### config.mk
export PLATFORM = sky130hd
export DESIGN_NAME = adc_sequencer
export DESIGN_NICKNAME = d
export VERILOG_FILES = /design/src/rtl/adc_pkg.sv /design/src/rtl/adc_seq_timer.sv /design/src/rtl/adc_sequencer.sv
export SDC_FILE = /design/constraint.sdc
export NUM_CORES = 1
export LEC_CHECK = 0
export ABC_AREA = 1
export BUFFER_PORTS_ARGS = -buffer_cell sky130_fd_sc_hd__buf_2
export CAP_MARGIN = 20
export CORE_MARGIN = 2
export CORE_UTILIZATION = 40
export DETAILED_ROUTE_END_ITERATION = 6
export PLACE_DENSITY_LB_ADDON = 0.12
export SETUP_SLACK_MARGIN = 0.2
export SYNTH_ARGS = -nofsm -noshare
export SYNTH_HDL_FRONTEND = slang
export SYNTH_SLANG_ARGS = --single-unit
### constraint.sdc
create_clock -name clk -period 1.95 [get_ports clk]
set_input_delay 0.195 -clock clk [delete_from_list [all_inputs] [get_ports clk]]
set_output_delay 0.195 -clock clk [all_outputs]
set_load 0.01 [all_outputs]
### src/rtl/adc_pkg.sv
// Shared state encoding, default phase timing and conversion-length helper
// for the ADC sequencer.
package adc_pkg;

    typedef enum logic [2:0] {
        ST_IDLE   = 3'd0,
        ST_INIT   = 3'd1,
        ST_SAMP   = 3'd2,
        ST_COMP   = 3'd3,
        ST_UPDATE = 3'd4
    } adc_state_e;

    localparam int DEF_MADC   = 17;
    localparam int DEF_T_INIT = 1;
    localparam int DEF_T_SAMP = 4;
    localparam int DEF_T_COMP = 1;
    localparam int DEF_T_UPD  = 1;

    // Cycles from the accepted start edge to the edge that completes the word.
    function automatic int conv_cycles(input int madc, input int t_init, input int t_samp,
                                       input int t_comp, input int t_upd);
        return t_init + t_samp + madc * t_comp + (madc - 1) * t_upd;
    endfunction

    function automatic int max4(input int a, input int b, input int c, input int d);
        int m;
        m = a;
        if (b > m) m = b;
        if (c > m) m = c;
        if (d > m) m = d;
        return m;
    endfunction

endpackage

### src/rtl/adc_seq_timer.sv
// Loadable phase down-counter; counts to zero and holds there, with a
// registered zero flag.
module adc_seq_timer #(
    parameter int W = 2
) (
    input  logic         clk,
    input  logic         rst_n,
    input  logic         load,
    input  logic [W-1:0] load_val,
    output logic         zero
);

    logic [W-1:0] cnt_r;
    logic [W-1:0] cnt_nx_s;
    logic         zero_r;

    // Next count: load takes priority, otherwise decrement until zero.
    always_comb begin
        cnt_nx_s = cnt_r;
        if (load) begin
            cnt_nx_s = load_val;
        end else if (cnt_r != {W{1'b0}}) begin
            cnt_nx_s = cnt_r - W'(1'b1);
        end else begin
            cnt_nx_s = cnt_r;
        end
    end

    // Counter and zero flag registers.
    always_ff @(posedge clk or negedge rst_n) begin
        if (!rst_n) begin
            cnt_r  <= {W{1'b0}};
            zero_r <= 1'b1;
        end else begin
            cnt_r  <= cnt_nx_s;
            zero_r <= (cnt_nx_s == {W{1'b0}});
        end
    end

    assign zero = zero_r;

endmodule

### src/rtl/adc_sequencer.sv
// SAR ADC sequencer: drives the init/sample/compare/update phases, collects
// Madc comparator decisions MSB-first and hands the word out over valid/ready.
module adc_sequencer
    import adc_pkg::*;
#(
    parameter int Madc   = DEF_MADC,
    parameter int T_INIT = DEF_T_INIT,
    parameter int T_SAMP = DEF_T_SAMP,
    parameter int T_COMP = DEF_T_COMP,
    parameter int T_UPD  = DEF_T_UPD
) (
    input  logic            clk,
    input  logic            rst_n,
    input  logic            start,
    input  logic            cont,
    output logic            busy,
    output logic            seq_init,
    output logic            seq_samp,
    output logic            seq_comp,
    output logic            seq_update,
    input  logic            comp_out,
    output logic [Madc-1:0] result,
    output logic            result_valid,
    input  logic            result_ready,
    output logic            overrun
);

    localparam int T_MAX = max4(T_INIT, T_SAMP, T_COMP, T_UPD);
    localparam int TW    = (T_MAX > 1) ? $clog2(T_MAX) : 1;
    localparam int IDX_W = $clog2(Madc);
    localparam logic [IDX_W-1:0] IDX_TOP = IDX_W'(Madc - 1);

    if (Madc < 2 || T_INIT < 1 || T_SAMP < 1 || T_COMP < 1 || T_UPD < 1) begin : g_param_check
        $error("adc_sequencer: Madc must be >= 2 and every phase time >= 1");
    end

    adc_state_e        state_r, state_nx_s;
    logic              tmr_load_s, tmr_zero_s;
    logic [TW-1:0]     tmr_val_s;
    logic [IDX_W-1:0]  idx_r;
    logic [Madc-1:1]   shift_r;
    logic [Madc-1:0]   result_r, word_s;
    logic              result_valid_r, overrun_r, busy_r;
    logic              seq_init_r, seq_samp_r, seq_comp_r, seq_update_r;
    logic              seq_init_nx_s, seq_samp_nx_s, seq_comp_nx_s, seq_update_nx_s, busy_nx_s;
    logic              cmp_done_s, eoc_s, accept_s;

    adc_seq_timer #(.W(TW)) u_timer (
        .clk      (clk),
        .rst_n    (rst_n),
        .load     (tmr_load_s),
        .load_val (tmr_val_s),
        .zero     (tmr_zero_s)
    );

    assign cmp_done_s = (state_r == ST_COMP) && tmr_zero_s;
    assign eoc_s      = cmp_done_s && (idx_r == {IDX_W{1'b0}});
    assign accept_s   = !result_valid_r || result_ready;
    assign word_s     = {shift_r, comp_out};

    // State register.
    always_ff @(posedge clk or negedge rst_n) begin
        if (!rst_n) begin
            state_r <= ST_IDLE;
        end else begin
            state_r <= state_nx_s;
        end
    end

    // Next-state logic; every phase is left on the edge where the timer reads zero.
    always_comb begin
        state_nx_s = state_r;
        case (state_r)
            ST_IDLE:   state_nx_s = start ? ST_INIT : ST_IDLE;
            ST_INIT:   state_nx_s = tmr_zero_s ? ST_SAMP : ST_INIT;
            ST_SAMP:   state_nx_s = tmr_zero_s ? ST_COMP : ST_SAMP;
            ST_COMP: begin
                if (!tmr_zero_s) begin
                    state_nx_s = ST_COMP;
                end else if (idx_r != {IDX_W{1'b0}}) begin
                    state_nx_s = ST_UPDATE;
                end else begin
                    state_nx_s = cont ? ST_INIT : ST_IDLE;
                end
            end
            ST_UPDATE: state_nx_s = tmr_zero_s ? ST_COMP : ST_UPDATE;
            default:   state_nx_s = ST_IDLE;
        endcase
    end

    // Timer reload on every state change, with the entered phase length minus one.
    always_comb begin
        tmr_load_s = (state_nx_s != state_r);
        case (state_nx_s)
            ST_INIT:   tmr_val_s = TW'(T_INIT - 1);
            ST_SAMP:   tmr_val_s = TW'(T_SAMP - 1);
            ST_COMP:   tmr_val_s = TW'(T_COMP - 1);
            ST_UPDATE: tmr_val_s = TW'(T_UPD - 1);
            default:   tmr_val_s = {TW{1'b0}};
        endcase
    end

    // Output decode of the next state, so the phase flops track the state register exactly.
    always_comb begin
        seq_init_nx_s   = (state_nx_s == ST_INIT);
        seq_samp_nx_s   = (state_nx_s == ST_SAMP);
        seq_comp_nx_s   = (state_nx_s == ST_COMP);
        seq_update_nx_s = (state_nx_s == ST_UPDATE);
        busy_nx_s       = (state_nx_s != ST_IDLE);
    end

    // Phase and busy output flops.
    always_ff @(posedge clk or negedge rst_n) begin
        if (!rst_n) begin
            seq_init_r   <= 1'b0;
            seq_samp_r   <= 1'b0;
            seq_comp_r   <= 1'b0;
            seq_update_r <= 1'b0;
            busy_r       <= 1'b0;
        end else begin
            seq_init_r   <= seq_init_nx_s;
            seq_samp_r   <= seq_samp_nx_s;
            seq_comp_r   <= seq_comp_nx_s;
            seq_update_r <= seq_update_nx_s;
            busy_r       <= busy_nx_s;
        end
    end

    // Bit index and decision capture; bit 0 goes straight into the result word.
    always_ff @(posedge clk or negedge rst_n) begin
        if (!rst_n) begin
            idx_r   <= {IDX_W{1'b0}};
            shift_r <= {(Madc-1){1'b0}};
        end else if ((state_r == ST_SAMP) && tmr_zero_s) begin
            idx_r <= IDX_TOP;
        end else if (cmp_done_s && (idx_r != {IDX_W{1'b0}})) begin
            shift_r[idx_r] <= comp_out;
            idx_r          <= idx_r - IDX_W'(1'b1);
        end else begin
            idx_r <= idx_r;
        end
    end

    // Output word register with valid/ready handshake; a word finishing while blocked is dropped.
    always_ff @(posedge clk or negedge rst_n) begin
        if (!rst_n) begin
            result_r       <= {Madc{1'b0}};
            result_valid_r <= 1'b0;
            overrun_r      <= 1'b0;
        end else begin
            overrun_r <= eoc_s && !accept_s;
            if (eoc_s && accept_s) begin
                result_r       <= word_s;
                result_valid_r <= 1'b1;
            end else if (result_valid_r && result_ready) begin
                result_valid_r <= 1'b0;
            end else begin
                result_valid_r <= result_valid_r;
            end
        end
    end

    assign busy         = busy_r;
    assign seq_init     = seq_init_r;
    assign seq_samp     = seq_samp_r;
    assign seq_comp     = seq_comp_r;
    assign seq_update   = seq_update_r;
    assign result       = result_r;
    assign result_valid = result_valid_r;
    assign overrun      = overrun_r;

endmodule

# == Word-level counts from Yosys, hierarchy flattened ==
# Index checks and enable logic that the tools add are counted.
# Widths: inputs -> output; s select.
# totals
regBits,51
inputBits,6
out_inout_bits,24
word_cells,65
# op_classes
n_addsub,2
order_cmp,2
eq_ne,9
mux,18
bitwise_logic,1
n_reduce_logical,20
# ops
operator,count
$bwmux 16,1
$pmux 3 s5,1
$eq 3x2->1 const B,4
$mux 5,2
$mux 3,3
$logic_and 1x1->1,8
$mux 2,4
$eq 3x1->1 const B,2
$eq 3x3->1 const B,2
$lt 5x6->1 const B,1
$mux 1,6
$reduce_bool 2->1,3
$demux 1 s5,1
$ge 5x1->1 const B,1
$logic_not 5->1,1
$reduce_bool 5->1,1
$sub 5x1->5 const B,1
$logic_not 3->1,1
$ne 3x3->1,1
$reduce_bool 3->1,1
$logic_not 1->1,2
$logic_not 2->1,1
$reduce_and 2->1,1
$sub 2x1->2 const B,1
other kinds (2),2

# == Depth between registers and ports, before layout ==
# Gate-level depths: netlist of the first run.
# depth
word_depth,8
ltp_mapped,11
ltp_nobuf,11

# == By module ==
# Synthesis of the first run repeated with hierarchy kept, for this count alone.
# hier_totals
cells_unflattened,263
hier_area_um2,2354.8
# modules_own_cells
module,n_inst,cells_per_inst,area_per_inst_um2,seq_area_each_um2
adc_sequencer,1,251,2224.6,1201.2
adc_seq_timer,1,12,130.1,76.3

# == Worst setup path after synthesis of the first run ==
# No wires, ideal clock.
# synth_path
path_kind,flip-flop to flip-flop
start,reg idx_r[1]
end,"reg result_r[10], in the netlist result[10]"
setup_time_ns,0.125
arrival_ns,1.442
required_time_ns,1.825
setup_slack_ns,0.383
stages_incl_launch_ff,8
cell_sequence,dfrtp_1 inv_1 ha_1 nand2_1 nor2_4 nand3_4 buf_6 mux2_4
# synth_via
elab_chain_cells,3
# synth_rtl
item,line,source
"start, declared",adc_sequencer.sv:40,logic [IDX_W-1:0] idx_r;
"start signal, assigned",adc_sequencer.sv:132,idx_r <= {IDX_W{1'b0}};
"start signal, assigned",adc_sequencer.sv:138,idx_r <= idx_r - IDX_W'(1'b1);
"start signal, assigned",adc_sequencer.sv:140,idx_r <= idx_r;
$logic_not 5->1,adc_sequencer.sv:57,assign eoc_s = cmp_done_s && (idx_r == {IDX_W{1'b0}});
$logic_and 1x1->1,adc_sequencer.sv:57,
$logic_and 1x1->1,adc_sequencer.sv:152,if (eoc_s && accept_s) begin
"end signal, assigned",adc_sequencer.sv:147,result_r <= {Madc{1'b0}};
"end signal, assigned",adc_sequencer.sv:153,result_r <= word_s;
"end, declared",adc_sequencer.sv:42,"logic [Madc-1:0] result_r, word_s;"
# Every way passes these cells.
# A chain may end at the register's enable or synchronous reset.

# == Final worst setup path of the first run ==
# layout_path
start,reg idx_r[0]
end,"reg result_r[13], in the netlist result[13]"
# The elaborated chain is that of the path after synthesis.

==> results of run 1 <==
registers in the layout (all words and copies together), names as in the netlist:
register       flops
seq_comp           1
state_r            3
overrun            1
seq_update         1
seq_samp           1
u_timer.zero       1
u_timer.cnt_r      2
shift_r           16
result            17
idx_r              5
seq_init           1
busy               1
result_valid       1
final cells by class:
type | count | area (um2)
clock buffers | 5 | 68.82
repair buffers | 46 | 300.3
multi-input cells | 145 | 959.7
fillers | 530 | 2761
inverters | 28 | 105.1
clock inverters | 3 | 43.79
well taps | 72 | 90.09
flip-flops and latches | 51 | 1279
cell families after synthesis:
group | count (synthesis) | share of synthesized area
and+or+nand+nor | 96 | 0.2205
DFF | 51 | 0.5411
buffers and inverters | 33 | 0.06571
AOI/OAI and AO/OA | 31 | 0.07737
muxes | 11 | 0.06518
adders and majority gates | 5 | 0.02650
xor gates and xnor gates | 1 | 0.003710
synthesized netlist by cell type (2+ instances only):
library cell	instances	share of area
sky130_fd_sc_hd__o21ai_1	10	0.021
sky130_fd_sc_hd__a21oi_1	5	0.011
sky130_fd_sc_hd__nor3_1	5	0.011
sky130_fd_sc_hd__nand3_2	2	0.0085
sky130_fd_sc_hd__nor2_8	3	0.025
sky130_fd_sc_hd__nor2_1	12	0.019
sky130_fd_sc_hd__inv_2	3	0.0048
sky130_fd_sc_hd__mux2_4	8	0.051
sky130_fd_sc_hd__nand2_1	48	0.076
sky130_fd_sc_hd__mux2_2	3	0.014
sky130_fd_sc_hd__clkbuf_1	2	0.0032
sky130_fd_sc_hd__o21ai_0	10	0.021
sky130_fd_sc_hd__o21ai_2	2	0.0074
sky130_fd_sc_hd__nand4_1	3	0.0079
sky130_fd_sc_hd__dfrtp_1	50	0.53
sky130_fd_sc_hd__buf_6	2	0.0095
sky130_fd_sc_hd__nor2_4	2	0.0095
sky130_fd_sc_hd__nand2_2	3	0.0079
sky130_fd_sc_hd__ha_1	5	0.026
sky130_fd_sc_hd__inv_1	25	0.040
sky130_fd_sc_hd__nand3_1	6	0.013
sky130_fd_sc_hd__o22ai_2	2	0.011
sky130_fd_sc_hd__nor2_2	5	0.013
power breakdown:
| group | switching, uW | leakage (uW) | internal [uW] |
|---|---|---|---|
| sequential | 233 | 0.000616 | 1400 |
| clock | 344 | 0.0000581 | 382 |
| combinational | 964 | 0.000800 | 768 |
| total | 1540 | 0.00147 | 2550 |
path summary, 6_finish.rpt:
path / start / endpoint
max in group asynchronous: rst_n / u_timer.zero
min reg2reg: shift_r[13] / shift_r[13]
min in group asynchronous: rst_n / result[14]
max: idx_r[0] / result[13]
max reg2reg: idx_r[0] / result[13]
min: comp_out / shift_r[2]
routing by layer:
metal  vias to the layer above  track usage
met5                         -            0
met4                         0      0.07797
met3                         8      0.02667
met2                        36       0.2322
met1                       781       0.1938
li1                        832            -
critical path, cell delays in order, from the launching register on:
cell	delay (ns)
sky130_fd_sc_hd__dfrtp_2	0.42
sky130_fd_sc_hd__inv_2	0.08
sky130_fd_sc_hd__ha_1	0.19
sky130_fd_sc_hd__nand2_1	0.11
sky130_fd_sc_hd__nor2_4	0.18
sky130_fd_sc_hd__nand3_4	0.10
sky130_fd_sc_hd__buf_12	0.16
sky130_fd_sc_hd__mux2_4	0.29
cells in the final DEF, fill, tap and decap left out, types with 6 or more instances in the layout:
master,count
sky130_fd_sc_hd__nand2_1,47
sky130_fd_sc_hd__nor2_1,11
sky130_fd_sc_hd__dfrtp_1,49
sky130_fd_sc_hd__mux2_4,8
sky130_fd_sc_hd__nand3_1,6
sky130_fd_sc_hd__buf_4,14
sky130_fd_sc_hd__nor2_2,6
sky130_fd_sc_hd__o21ai_1,10
sky130_fd_sc_hd__o21ai_0,10
sky130_fd_sc_hd__inv_1,23
sky130_fd_sc_hd__buf_2,29
through the flow:
| step | cell area [um2] | power, uW | hold slack [ns] |
|---|---|---|---|
| 2_1_floorplan | 2361 | 2788 | -0.1006 |
| 3_5_place_dp | 2589 | 3209 | 0.2351 |
| 4_1_cts | 2729 | 3967 | 0.2057 |
| 6_report | 2846 | 4091 | 0.2125 |
| 3_3_place_gp | 2589 | 3185 | 0.2322 |
| 5_1_grt | 2846 | 4425 | 0.2145 |
repair_timing:
action	in CTS	in global routing
hold buffers	1	0
setup buffers	1	11
pin swaps	0	3
gates resized for setup	0	7
setup endpoints to repair	11	32
endpoints found under the hold margin	24	0
gates cloned	1	0
==> summary by stage, run 1 <==
Route
The total number of vias is 1,657. For this run, the detailed router's first-pass iteration total came to 4. Wire segments on met3 add up to 167 um in the final route. The total length of routed met2 wires is 1981 um.

The topmost layer with routed signal wires is met4. The residual DRC count is 0. The total wire length is 4325 um. For this block, wires on met1 add up to 2056 um. The detail-routed net length per standard cell is 12.36 um. The number of nets still failing antenna checks after routing is 0. The number of violations reported at the end of detailed-routing iteration 0 is 52. Using the TritonRoute via totals, the vias-per-cell ratio works out to 4.734.

Placement
Summed over all nets, the half-perimeter wirelength after detailed placement is 2934 um. In this run, placement finished with an instance count of 328. The congestion estimate from routability-driven global placement came to 0.7251. Timing analysis after detailed placement gives a worst setup slack of 0.1519 ns.

The count of buffers inserted at the top-level ports is 29.

STA
The number of endpoints failing setup at the final stage is 0. The worst clock skew is 0.007667 ns. In the final timing run, aggregate negative setup slack is 0 ns.

For the pin with the worst max-slew slack, the measured transition is 0.5918 ns. Derived from the worst setup path, the maximum achievable clock frequency is 0.6104 GHz. The final count of pins violating max slew is 0. The relative slew slack is 0.6055.

Dividing the final minimum period by the clock period gives 0.8402. The minimum clock period after layout is 1.638 ns. The setup slack after layout is 0.3116 ns. Setup repair after global routing left no endpoint under its margin. The hold violation total from the final report is 0.

Critical path
Measured in cells, the most critical reg-to-reg path has a length of 7. The critical path class is reg -> reg. The largest fanout on the critical path is 11.

The critical path endpoint category is a flop. The worst setup path is launched from a flop. Data on the critical path is required at its endpoint by 2.14 ns.

At the worst endpoint, the arrival time is 1.83 ns. The reg-to-reg setup timing slack is 0.31 ns.

Layout
The relative area change from synthesis to final layout is 20.56%. Leaving out filler cells and counting taps, the final layout contains 350. The number of inserted diodes is 0. The layout net count is 288. The utilization after layout is 0.5076. The fraction of final layout cells sized beyond drive strength 1 is 0.3489.

Worst hold path
The worst hold path passes through 3 cells. The tightest min-delay check is of the in -> reg type.

Clock network
The clock passes through at most 2 buffers. Counting the buffers created by CTS gives 5. The clock tree synthesis step divided the H-tree into 2 levels. The tree built by TritonCTS fans out to 51 sinks.

The TritonCTS clock tree is yes. After clock tree synthesis, the clock-pin slew on the worst setup and hold paths is 0.09 ns. The tree is rooted in a sky130_fd_sc_hd__clkbuf_8. For the worst-skew pair, the clock arrives at the later sink with an insertion delay of 0.30 ns.

Global routing
The wire length of the first global-routing pass is 7355 um. The number of global-route vias before repair is 1,587. The global-route usage over all layers is 0.1476. The total congestion overflow after global routing is 0. The number of antenna violations at the first check in global routing is 0. Entering global routing, the biggest net connects 28 pins.

Floorplanning
The total die area is 6533 um2. The floorplan row count is 27. During I/O placement, the number of pins put on the boundary was 30. The die is 80.83 um wide. The floorplan step set the die height to 80.83 um.

The initial core utilization is 0.4210. The area inside the core boundary is 5608 um2.

Yosys
The netlist uses 35 different library cells. For this run, the register share of the synthesized area comes to 0.5411. The async set-reset flop share out of synthesis is 1.000. The cell count after synthesis is 228. During synthesis, Yosys emitted a total of 0 warnings.

The flip-flop and latch count after synthesis is 51. Summing every instance area after synthesis gives 2361 um2. The synthesized design contains 0 enable-type register cells. In the synthesized netlist the dominant register cell turns out to be sky130_fd_sc_hd__dfrtp_1. The number of nets in the synthesized netlist is 239. The per-instance average area after synthesis is 10.36 um2.

Job
The tool flagged a number of max-cap violations equal to 0.

Power
The leakage power summed over all cells is 0.001474 uW. The maximum vdd drop is 0.7933 mV. In this run the power density over the cells is 1437 nW/um2.

Status
The run finished with clean final reports.
(Power assumes the default switching activity.)
==> run 2, diff against run 1 <==
- clock period: 1.95 -> 1.72 ns (I/O delays scaled with it)
==> summary by stage, run 2 (same netlist as run 1, synthesis figures left out) <==
Status
The run finished with clean final reports.

Clock network
The TritonCTS clock tree is yes. The cell at the root of the clock tree is sky130_fd_sc_hd__clkbuf_8. The clock network latency to the later pin of the worst-skew pair is 0.31 ns.

The maximum clock path buffer count is 2. The number of buffers created by CTS is 5. The total number of H-tree levels is 2. The clock-pin slew reported for the worst setup and hold paths after clock tree synthesis is 0.09 ns. The number of clock sinks is 51.

Route
The first routing iteration left 75 violations. The detail-routed net length per standard cell is 13.01 um. The residual DRC count is 0.

The total number of vias is 1,670. The total wire length is 4696 um. In the routed layout, each cell is associated on average with a via count of 4.626. The pre-antenna-repair detailed-routing pass consisted of 4 iterations.

The number of nets still failing antenna checks after routing is 0.

Critical path
The worst setup path is captured at a flop. The depth of the worst register-to-register path is 7. The reg-to-reg critical path startpoint is idx_r[1]. Along the worst path, the maximum fanout reaches 7. For flop-to-flop paths, the worst setup slack is 0.12 ns.

The reg-to-reg endpoint is result[9]. The critical path goes through inv_2, ha_4, nand2_2, nor2_4, buf_4, nand3_4, mux2_4. For this run, the slowest stage of the critical path takes 0.41 ns.

The worst path required time is 1.92 ns. The arrival time at the worst endpoint is 1.80 ns. The slowest stage cell on the critical path is sky130_fd_sc_hd__dfrtp_1. The number of buffer and inverter instances along the worst setup path is 2.

STA classifies the critical path startpoint as a flop. The critical path class is reg -> reg. Grouping stages by cell kind, the critical path spends the most delay in flip-flops.

Floorplanning
The floorplan step set the die width to 80.83 um. After floorplanning, the core was sized to cover 5608 um2. During I/O placement, the number of pins put on the boundary was 30. The floorplan has 27 rows.

The initial core utilization is 0.4210. The floorplan step defined a die boundary enclosing 6533 um2. The die is 80.83 um tall.

Global routing
The number of global-route vias before repair is 1,546. Across every metal layer, demand over resource in global routing totals 0.1489. The number of antenna violations at the first check in global routing is 0. The pin count of the biggest net entering global routing is 52.

After global routing the overflow that remains totals 0. The first global-routing pass estimated 7396 um of wire.

STA
The final count of pins violating max slew is 0. Clock skew on the completed layout was measured at 0.008827 ns. In the finished design, the share of the clock period the worst path needs comes to 0.9313.

The slew at the pin closest to its max-slew limit is 0.5273 ns. The minimum clock period after layout is 1.602 ns. The hold violation total from the final report is 0. The number of endpoints failing setup at the final stage is 0. Headroom to the max-slew limit came out at 0.6458. The highest attainable clock frequency is 0.6243 GHz.

Setup repair after global routing could not meet its margin everywhere. In the final timing run, aggregate negative setup slack is 0 ns.

Layout
Once layout is complete, the cells apart from fillers number 361. After the last flow step, the layout net total stands at 299. The filler cell count in the final layout is 539. The number of inserted diodes is 0.

In the final layout, the share of cells above drive strength 1 is 0.4706. The utilization after layout is 0.5402. The relative area change from synthesis to final layout is 28.30%.

The flip-flop count of the largest register, all copies and words added is 17. Leaving out fill and tap cells, the most frequent cell in the layout is sky130_fd_sc_hd__dfrtp_1. In the layout the commonest cells are sky130_fd_sc_hd__dfrtp_1 (46), sky130_fd_sc_hd__nand2_1 (31), sky130_fd_sc_hd__buf_2 (29).

Worst hold path
Along the worst hold path, the cell count comes to 3. The class of the worst hold path is in -> reg. In this run the most critical hold path is launched from comp_out. For hold timing, the worst endpoint is shift_r[5].

Power
For this design the ratio of total power to cell area is 1641 nW/um2. Across the VDD grid, the largest voltage drop is 0.8256 mV. For this design the static power due to leakage is 0.001552 uW.

Job
Max-cap violations in this run came to 0.

Placement
The count of placed standard cells including taps is 332. The post-detailed-placement half-perimeter wirelength is 2971 um. The count of buffers inserted at the top-level ports is 29.

The final weighted congestion of routability-driven global placement is 0.8078.
## run 2: cell count changes in the layout (fill, tap and decap cells not counted), sizes merged
cell | previous run | this run
buf | 45 | 55
bufinv | 1 | 0
clkbuf | 5 | 6
clkinv | 2 | 1
clkinvlp | 0 | 1
nand2 | 52 | 53
## run 2: final cells by class
| class | instances | area, um2 | area share |
|---|---|---|---|
| Clock inverter | 2 | 16.27 | 0.005370 |
| Inverter | 28 | 107.6 | 0.03552 |
| Multi-Input combinational cell | 146 | 1060 | 0.3499 |
| Tap cell | 72 | 90.09 | 0.02974 |
| Clock buffer | 6 | 82.58 | 0.02726 |
| Timing Repair Buffer | 56 | 390.4 | 0.1289 |
| Sequential cell | 51 | 1282 | 0.4234 |
## run 2: power breakdown
part	total [uW]	internal, uW	switching (uW)
Combinational	2370	1100	1260
Clock	734	329	405
Sequential	1870	1600	272
Total	4970	3030	1940
## run 2: repair_timing
item                                    CTS  global route
setup buffers                            10             7
cloned                                    2             1
hold buffers                              1             0
endpoints found under the hold margin    50             0
pin swaps                                 6             7
resized for setup                         6            41
endpoints found under the setup margin   38            42
## run 2: worst max path at each step
| stage | startpoint | end | slack (ns) | cells after the start |
|---|---|---|---|---|
| after floorplan | idx_r[0] | result[10] | 0.20 | 7 |
| after global placement | u_timer.zero | shift_r[16] | 0.10 | 8 |
| after detailed placement | u_timer.zero | shift_r[16] | 0.07 | 8 |
| after CTS | u_timer.zero | result[14] | 0.18 | 5 |
| after global routing | idx_r[1] | result[11] | 0.05 | 7 |
| final | idx_r[1] | result[9] | 0.12 | 7 |
## run 2: metrics by stage
step	instance area, um2	power (uW)	hold slack [ns]	worst slack (ns)
floorplan	2380	3195	-0.1236	0.2029
finish	3029	4971	0.1761	0.1181
CTS	2861	4652	0.1805	0.1753
detailed placement	2634	3707	0.1855	0.07034
global route	3029	5330	0.1784	0.05252
global placement	2634	3680	0.1874	0.1025
## run 2: worst min-delay path, stage by stage
cell and delay (ns):
sky130_fd_sc_hd__buf_2 0.15, sky130_fd_sc_hd__nor2_2 0.08, sky130_fd_sc_hd__a21oi_1 0.04
## run 2: layer usage
| layer | global-route usage | up-vias | wire length, um | part of all wire |
|---|---|---|---|---|
| li1 | - | 862 | - | - |
| met5 | 0 | - | 0 | 0 |
| met3 | 0.03333 | 4 | 139 | 0.030 |
| met4 | 0.05085 | 0 | 60 | 0.013 |
| met2 | 0.2322 | 23 | 2193 | 0.47 |
| met1 | 0.2050 | 781 | 2302 | 0.49 |
==> run 3, diff against run 2 <==
- ABC_AREA: 1 -> unset
- SYNTH_HIERARCHICAL: unset -> 1
==> summary by stage, run 3 <==
Yosys
sky130_fd_sc_hd__dfrtp_1 is the most common cell in the netlist. The distinct cell type count after synthesis is 44. The share of synthesized area in the top cell type comes to 0.5302. The flip-flop and latch count after synthesis is 51. The cell count after synthesis is 185. The number of nets in the synthesized netlist is 196. By area the synthesized netlist is led by sky130_fd_sc_hd__dfrtp_1 (53%), sky130_fd_sc_hd__mux2_1 (15%), sky130_fd_sc_hd__nand3_1 (3.6%).

Yosys printed 6 warnings. The sequential-to-total area share from yosys stat is 0.5414. The number of enable flip-flop cells after synthesis is 0. The average instance in the mapped netlist occupies 12.76 um2. The primary flip-flop cell chosen by synthesis mapping is sky130_fd_sc_hd__dfrtp_1. The async set-reset flop share out of synthesis is 1.000. The library cell with the largest summed area after synthesis is sky130_fd_sc_hd__dfrtp_1. Ranked by instance count, the synthesized netlist is headed by sky130_fd_sc_hd__dfrtp_1 (50), sky130_fd_sc_hd__mux2_1 (32), sky130_fd_sc_hd__nand3_1 (17). The mapped netlist covers 2360 um2.

Global routing
For this run the aggregate overflow at the end of global routing stands at 0. For this run, the total global-route usage over all layers was measured as 0.1655. The number of antenna violations at the first check in global routing is 0.

The number of global-route vias before repair is 1,699. The wire length of the first global-routing pass is 8190 um. Entering global routing, the biggest net connects 23 pins.

Critical path
The worst path required time is 1.93 ns. In this run the worst path has a maximum fanout of 6. The critical path is of the reg -> reg type.

The startpoint class of the critical path is a flop. The critical path endpoint category is a flop. Data arrives at the worst endpoint at 1.87 ns.

Worst hold path
The class of the worst hold path is in -> reg.

Layout
In the layout the commonest cells are sky130_fd_sc_hd__dfrtp_1 (47), sky130_fd_sc_hd__buf_2 (29), sky130_fd_sc_hd__buf_4 (25). In the final layout, the share of cells above drive strength 1 is 0.5041. In the final design database the tool counted 257 nets.

The total non-filler cell area in the finished layout is 3277 um2. The register with the most flip-flops in the layout has 17 of them. The number of inserted diodes is 0. The most common cell after layout, fill and taps aside is sky130_fd_sc_hd__dfrtp_1.

From synthesis to final layout, the design area changed by 38.87%.

Power
The leakage power summed over all cells is 0.001489 uW. VDD sags by at most 0.9444 mV. The power density over cell area is 1731 nW/um2.

STA
The final count of pins violating max slew is 0. The minimum clock period after layout is 1.664 ns. The relative slew slack is 0.6897. The highest attainable clock frequency is 0.6011 GHz.

For the pin with the worst max-slew slack, the measured transition is 0.4654 ns. Setup repair after global routing could not meet its margin everywhere. The hold violation total from the final report came to 0. The setup slack after layout is 0.05629 ns. The fraction of the cycle the final worst path needs is 0.9673. The number of endpoints failing setup at the final stage is 0. The clock arrives with 0.01400 ns of skew.

Floorplanning
The die outline height is 80.81 um. From left edge to right edge, the die measures 80.81 um. The I/O pin total is 30. After floorplanning, the core was sized to cover 5608 um2. The floorplan has 27 rows. The initial core utilization is 0.4208. The floorplan step defined a die boundary enclosing 6529 um2.

Route
The total wire length is 5233 um. The count of TritonRoute iterations in the first routing pass is 4. After detailed routing, the average wire length per cell comes to 16.46 um. Dividing the detail-routed via count by the number of cells gives 5.170.

For this run, design rule violations remaining after detail routing come to 0. In this run, the number of DRC markers left after iteration 0 of detailed routing was 85. The total number of vias is 1,644. Once detail routing completed, the nets flagged for antenna violations numbered 0.

Clock network
CTS built an H-tree with a depth of 2. The number of buffers created by CTS is 5. The TritonCTS clock tree is yes. The number of clock sinks is 51. After clock tree synthesis, the clock-pin slew on the worst setup and hold paths is 0.08 ns. The cell at the root of the clock tree is sky130_fd_sc_hd__clkbuf_8.

The clock network latency to the later pin of the worst-skew pair is 0.31 ns. The maximum clock path buffer count is 2.

Placement
Port buffering added 29 buffers. The post-placement worst setup slack is 0.03220 ns. The post-detailed-placement half-perimeter wirelength is 3362 um. The total cell area at the placement stage is 2786 um2.

At the end of routability-driven placement, the weighted congestion stood at 0.8308.

Status
The flow ran to the end, and the final reports show no timing, DRC or antenna violations.

Job
The max-cap check violation count is 0.
==> run 3: through the flow <==
| stage | std cells | setup TNS (ns) | util | power, uW | hold WS, ns |
|---|---|---|---|---|---|
| after floorplan | 185 | -0.1685 | - | 3436 | -0.1236 |
| after global placement | 293 | 0 | 0.4969 | 4044 | 0.1336 |
| after detailed placement | 293 | 0 | 0.4969 | 4169 | 0.1504 |
| after CTS | 310 | 0 | 0.5556 | 5416 | 0.2296 |
| after global routing | 318 | 0 | 0.5843 | 6015 | 0.2371 |
| final | 318 | 0 | 0.5843 | 5672 | 0.2364 |
==> run 3: kinds of logic (layout without fill, tap and decap cells) <==
group           after synthesis  count (layout)  share of synthesized area
compound gates               15              15                    0.05515
xor+xnor                      2               2                   0.007424
fa+ha+maj                     5               5                    0.02651
buf+inv                      16              77                    0.03976
flops                        51              51                     0.5414
mux                          37              37                     0.1744
simple gates                 59              59                     0.1554
==> run 3: layer usage <==
| metal | vias up | GRT usage | wire length (um) |
|---|---|---|---|
| met2 | 31 | 0.2959 | 2818 |
| met1 | 830 | 0.1863 | 2072 |
| li1 | 770 | - | - |
| met4 | 0 | 0.07119 | 148 |
| met3 | 13 | 0.04222 | 194 |
| met5 | - | 0 | 0 |
==> run 3: repair_timing <==
item | 4_1_cts | 5_1_grt
gates resized for setup | 24 | 15
hold buffers | 1 | 0
cloned | 1 | 1
setup buffers | 8 | 7
pin swaps | 6 | 3
hold endpoints to repair | 19 | 0
endpoints found under the setup margin | 44 | 47
==> run 3: power breakdown <==
part / internal [uW] / switching, uW / total [uW]
registers: 1630 / 270 / 1900
logic: 1550 / 1410 / 2960
clock network: 425 / 386 / 812
total: 3610 / 2060 / 5670
==> run 3: worst paths after layout <==
kind | start | endpoint | slack [ns] | cells after the start
setup / recovery | idx_r[2] | idx_r[1] | 0.06 | 4
hold / removal | result_ready | overrun | 0.24 | 3
setup reg to reg | idx_r[2] | idx_r[1] | 0.06 | 4
hold reg to reg | u_timer/cnt_r[1] | u_timer/zero | 0.47 | 1
max in group asynchronous | rst_n | idx_r[2] | 0.78 | 3
min in group asynchronous | rst_n | result[5] | 0.35 | 2
==> run 3: worst max-delay path, stage by stage, from the launching register on <==
cell and delay [ns]:
sky130_fd_sc_hd__dfrtp_2 0.45, sky130_fd_sc_hd__buf_6 0.14, sky130_fd_sc_hd__or4b_4 0.56, sky130_fd_sc_hd__and2_4 0.20, sky130_fd_sc_hd__mux2i_2 0.22
==> run 3: area by class of cell <==
class                   count  area, um2
fillers                   466       2331
inverters                   3      11.26
flip-flops and latches     51       1281
repair buffers             67      543.0
well taps                  72      90.09
multi-input cells         118       1245
clock inverters             2      37.54
clock buffers               5      68.82
